==> src/rtl/fetch_ctrl.sv <==
// fetch_ctrl: program-counter / fetch sequencer with IDLE, RUN and HALT states.
// Drives the instruction ROM address, counts retired instructions (saturating)
// and reports fetch_valid / done.
// Optional feature: define FETCH_CTRL_REL_BRANCH_EN to make taken branches
// PC-relative (target is a signed offset); otherwise target is absolute.
module fetch_ctrl #(
  parameter int D  = 12,
  parameter int CW = 16
) (
  input  logic          clk,
  input  logic          reset_n,
  input  logic          start,
  input  logic          stall,
  input  logic          halt_req,
  input  logic          branch_taken,
  input  logic [D-1:0]  target,
  output logic [D-1:0]  progCtr,
  output logic          fetch_valid,
  output logic          done,
  output logic [CW-1:0] instr_count
);

  localparam logic [1:0] ST_IDLE = 2'd0;
  localparam logic [1:0] ST_RUN  = 2'd1;
  localparam logic [1:0] ST_HALT = 2'd2;

  localparam logic [D-1:0]  PC_ONE  = {{(D-1){1'b0}}, 1'b1};
  localparam logic [CW-1:0] CNT_ONE = {{(CW-1){1'b0}}, 1'b1};
  localparam logic [CW-1:0] CNT_MAX = {CW{1'b1}};

  logic [1:0]    state_reg, state_next;
  logic [D-1:0]  pc_reg, pc_next;
  logic [CW-1:0] cnt_reg, cnt_next;
  logic [CW-1:0] cnt_inc;
  logic [D-1:0]  branch_dest;

  // Saturating increment of the retired-instruction counter.
  always_comb begin
    cnt_inc = cnt_reg;
    if (cnt_reg != CNT_MAX) begin
      cnt_inc = cnt_reg + CNT_ONE;
    end
  end

  // Branch destination: absolute target or PC plus two's-complement offset.
  // The sum naturally wraps modulo 2**D since it is D bits wide.
  always_comb begin
`ifdef FETCH_CTRL_REL_BRANCH_EN
    branch_dest = pc_reg + target;
`else
    branch_dest = target;
`endif
  end

  // Next-state logic; in RUN the priority is stall, halt, branch, increment.
  always_comb begin
    state_next = state_reg;
    pc_next    = pc_reg;
    cnt_next   = cnt_reg;
    case (state_reg)
      ST_IDLE: begin
        pc_next  = '0;
        cnt_next = '0;
        if (start) begin
          state_next = ST_RUN;
        end
      end
      ST_RUN: begin
        if (stall) begin
          // Everything frozen; halt and branch requests are dropped.
          state_next = ST_RUN;
        end else if (halt_req) begin
          state_next = ST_HALT;
          cnt_next   = cnt_inc;
        end else if (branch_taken) begin
          pc_next  = branch_dest;
          cnt_next = cnt_inc;
        end else begin
          pc_next  = pc_reg + PC_ONE;
          cnt_next = cnt_inc;
        end
      end
      ST_HALT: begin
        if (start) begin
          state_next = ST_RUN;
          pc_next    = '0;
          cnt_next   = '0;
        end
      end
      default: begin
        state_next = ST_IDLE;
        pc_next    = '0;
        cnt_next   = '0;
      end
    endcase
  end

  // State registers with asynchronous active-low reset into IDLE.
  always_ff @(posedge clk or negedge reset_n) begin
    if (!reset_n) begin
      state_reg <= ST_IDLE;
      pc_reg    <= '0;
      cnt_reg   <= '0;
    end else begin
      state_reg <= state_next;
      pc_reg    <= pc_next;
      cnt_reg   <= cnt_next;
    end
  end

  // Status outputs depend only on state and stall, never on other inputs.
  always_comb begin
    fetch_valid = (state_reg == ST_RUN) && !stall;
    done        = (state_reg == ST_HALT);
  end

  assign progCtr     = pc_reg;
  assign instr_count = cnt_reg;

endmodule

==> config.mk <==
export PLATFORM = sky130hd
export DESIGN_NAME = fetch_ctrl
export DESIGN_NICKNAME = d
export VERILOG_FILES = /design/src/rtl/fetch_ctrl.sv
export SDC_FILE = /design/constraint.sdc
export NUM_CORES = 1
export LEC_CHECK = 0
export CORE_MARGIN = 2
export CORE_UTILIZATION = 35
export DETAILED_ROUTE_END_ITERATION = 8
export DONT_BUFFER_PORTS = 1
export GPL_ROUTABILITY_DRIVEN = 0
export PLACE_DENSITY = 0.58
export SYNTH_ARGS = -nofsm -noshare
export SYNTH_HDL_FRONTEND = slang
export SYNTH_SLANG_ARGS = --single-unit
==> constraint.sdc <==
create_clock -name clk -period 2.31 [get_ports clk]
set_input_delay 0.231 -clock clk [delete_from_list [all_inputs] [get_ports clk]]
set_output_delay 0.231 -clock clk [all_outputs]
set_load 0.1 [all_outputs]
==> flow_summary.toml <==
[clocking]
cts_tree = "built"
numCtsBuffers = 5
htree_num_levels = 2
clock-root-buffer = "clkbuf_8"
clk_path_buf_depth = 2
clk_pin_slew_ns = 0.07
cts_resized = 0
clk_latency_ns = 0.29
clock_sinks = 30

[worst_setup_path]
cp-start-kind = "flop"
end_kind = "output port"
worstPathMaxFanout = 9
crit_type = "flop to output port"
cp.required_ns = 2.08
crit_arrival_ns = 1.82

[sta]
setup_tns_ns = 0
rsz0062_at_grt = "no"
relSlewSlack_pct = 35.5
max_freq_mhz = 486
drv_slew = 0
min_period_over_period_pct = 89.0
hold_viol_final = 0
period_minus_slack_ns = 2.06
fin_skew_ns = 0.00893
final-setup-viol-count = 0
whs_ns = 0.0663
tightest_slew_ns = 0.966

[power_and_ir_drop]
p_leak_nw = 0.954
p_per_area_nw_per_um2 = 846
peakVddDrop_v = 0.000481

[synthesis]
syn_nets = 234
async_flop_share_pct = 100
synth_edf_count = 0
yosys_warnings = 0
netlist_area_um2 = 1790
seq_area_frac_synth_pct = 42.0
synth_seq_cells = 30
syn-instance-count = 214
synth.avg_cell_area_um2 = 8.36
synth_ff_type = "dfrtp_1"
synth.distinct_cells = 40

[grt]
grt_max_degree = 31
grt_pass1_wl_um = 8360
grt_usage_pct = 19.3
grt_pass1_vias = 1745
grt-ovfl-total = 0
antenna_found_initial = 0

[finish]
largest_reg_flops = 16
diodes = 0
area_growth_pct = 26.5
drive_gt1_share_pct = 25.7
finalNetCount = 268

[routing]
drc = 0
drt_iter0_drc = 104
vias_per_cell = 5.59
firstDrtPassIters = 4
routed_wl_um = 5010
wl_per_cell_um = 15.7
ant_nets = 0
vias = 1784

[worst_hold_path]
hold_path.class = "input port to flop"

[floorplan]
core_um2 = 5010
die_width_um = 75.5
initial_core_util_pct = 35.7
row_count = 26
die_h_um = 75.5
die-area_um2 = 5700
io_pins = 48

[placed_design]
dp_hpwl_um = 3570
port_buffers = 0

[outcome]
outcome = "complete, no violations"

[run]
maxCapViolations = 0
==> logic make-up (layout without fill, tap and decap cells) <==
| kind of cell | count (synthesis) | count (layout) | synth area share, % |
|---|---|---|---|
| AO/OA/AOI/OAI | 73 | 73 | 23.2 |
| adder cells (fa/ha/maj) | 2 | 2 | 1.40 |
| flip-flops | 30 | 30 | 42.0 |
| multiplexers | 4 | 4 | 2.31 |
| AND/OR/NAND/NOR | 92 | 92 | 26.8 |
| XOR/XNOR | 1 | 1 | 0.490 |
| buffers and inverters | 12 | 47 | 3.85 |
==> report_power, final <==
part,switching [mW],internal [mW]
Clock,0.215,0.460
Sequential,0.0421,0.569
Combinational,0.488,0.140
==> cell usage after synthesis, drive strengths merged (2+ instances only) <==
cell | n | share of area [%]
buf | 5 | 2.4
o21ai | 35 | 9.8
nor2 | 15 | 3.1
nor3 | 6 | 1.7
nand2 | 21 | 4.4
nand4 | 10 | 3.8
or3 | 2 | 0.70
a21o | 2 | 0.84
nor4 | 3 | 1.0
nand3 | 17 | 4.8
or4 | 2 | 1.0
a41oi | 2 | 0.98
mux2i | 3 | 1.7
and3 | 5 | 1.8
nor2b | 3 | 1.0
dfrtp | 30 | 42
a21oi | 21 | 6.3
or2 | 3 | 1.0
o31ai | 6 | 2.5
a31oi | 3 | 1.0
ha | 2 | 1.4
clkbuf | 4 | 0.84
inv | 2 | 0.42
nor3b | 2 | 0.84
==> cell type report <==
cell class | instances | area (um^2)
Tap cell | 70 | 87.6
Inverter | 3 | 11.3
Fill cell | 536 | 2750
Clock inverter | 2 | 60.1
Timing Repair Buffer | 36 | 285
Multi-Input combinational cell | 172 | 972
Clock buffer | 6 | 82.6
Sequential cell | 30 | 764
==> worst max-delay path, stage by stage, from the launching register on <==
cell and delay (ns):
dfrtp_1 0.44, nor2b_1 0.17, nand2_1 0.22, clkinv_1 0.35, buf_4 0.35
==> metrics by stage <==
step	utilization, %	cells	area [um^2]	total power, mW	worst slack (ns)
floorplan	-	214	1800	1.10	0.0109
global placement	41.7	309	2090	1.23	0.467
detailed placement	41.7	309	2090	1.23	0.418
CTS	45.2	319	2260	1.93	0.295
global route	45.2	319	2260	2.00	0.173
finish	45.2	319	2260	1.91	0.254
==> metal layers <==
layer | wire length, um | global-route usage (%) | share of wire, % | vias to the layer above
met4 | 49 | 6.04 | 0.98 | 0
li1 | - | - | - | 866
met2 | 2330 | 31.3 | 47 | 64
met3 | 369 | 5.95 | 7.4 | 6
met5 | 0 | 0 | 0 | -
met1 | 2260 | 24.7 | 45 | 848
==> worst paths after layout <==
check	startpoint	depth (start not counted)	slack [ns]	to
setup / recovery	state_reg[0]$_DFFE_PN0P_	4	0.25	fetch_valid
hold / removal	halt_req	1	0.07	state_reg[1]$_DFFE_PN0P_
setup reg to reg	instr_count[0]$_DFFE_PN0P_	6	0.38	instr_count[13]$_DFFE_PN0P_
hold reg to reg	instr_count[2]$_DFFE_PN0P_	1	0.52	instr_count[2]$_DFFE_PN0P_
max in group asynchronous	reset_n	2	1.72	instr_count[15]$_DFFE_PN0P_
min in group asynchronous	reset_n	2	0.39	progCtr[7]$_DFFE_PN0P_
==> layout by cell type, fill, tap and decap left out, drive strengths merged, types with 2 or more instances in the layout <==
| master | instances |
|---|---|
| o21ai | 35 |
| buf | 35 |
| dfrtp | 30 |
| nand2 | 21 |
| a21oi | 21 |
| nand3 | 17 |
| nor2 | 15 |
| nand4 | 10 |
| nor3 | 6 |
| o31ai | 6 |
| clkbuf | 6 |
| and3 | 5 |
| or2 | 3 |
| nor4 | 3 |
| a31oi | 3 |
| mux2i | 3 |
| nor2b | 3 |
| inv | 2 |
| nor3b | 2 |
| a21o | 2 |
| or3 | 2 |
| a41oi | 2 |
| ha | 2 |
| bufinv | 2 |
| or4 | 2 |
==> repair_timing <==
item / CTS / global route
endpoints found under the setup margin: 0 / 0
endpoints found under the hold margin: 30 / 0
hold buffers: 2 / 0
setup buffers: 0 / 0
Note: power is estimated with default switching activity, not from simulation.
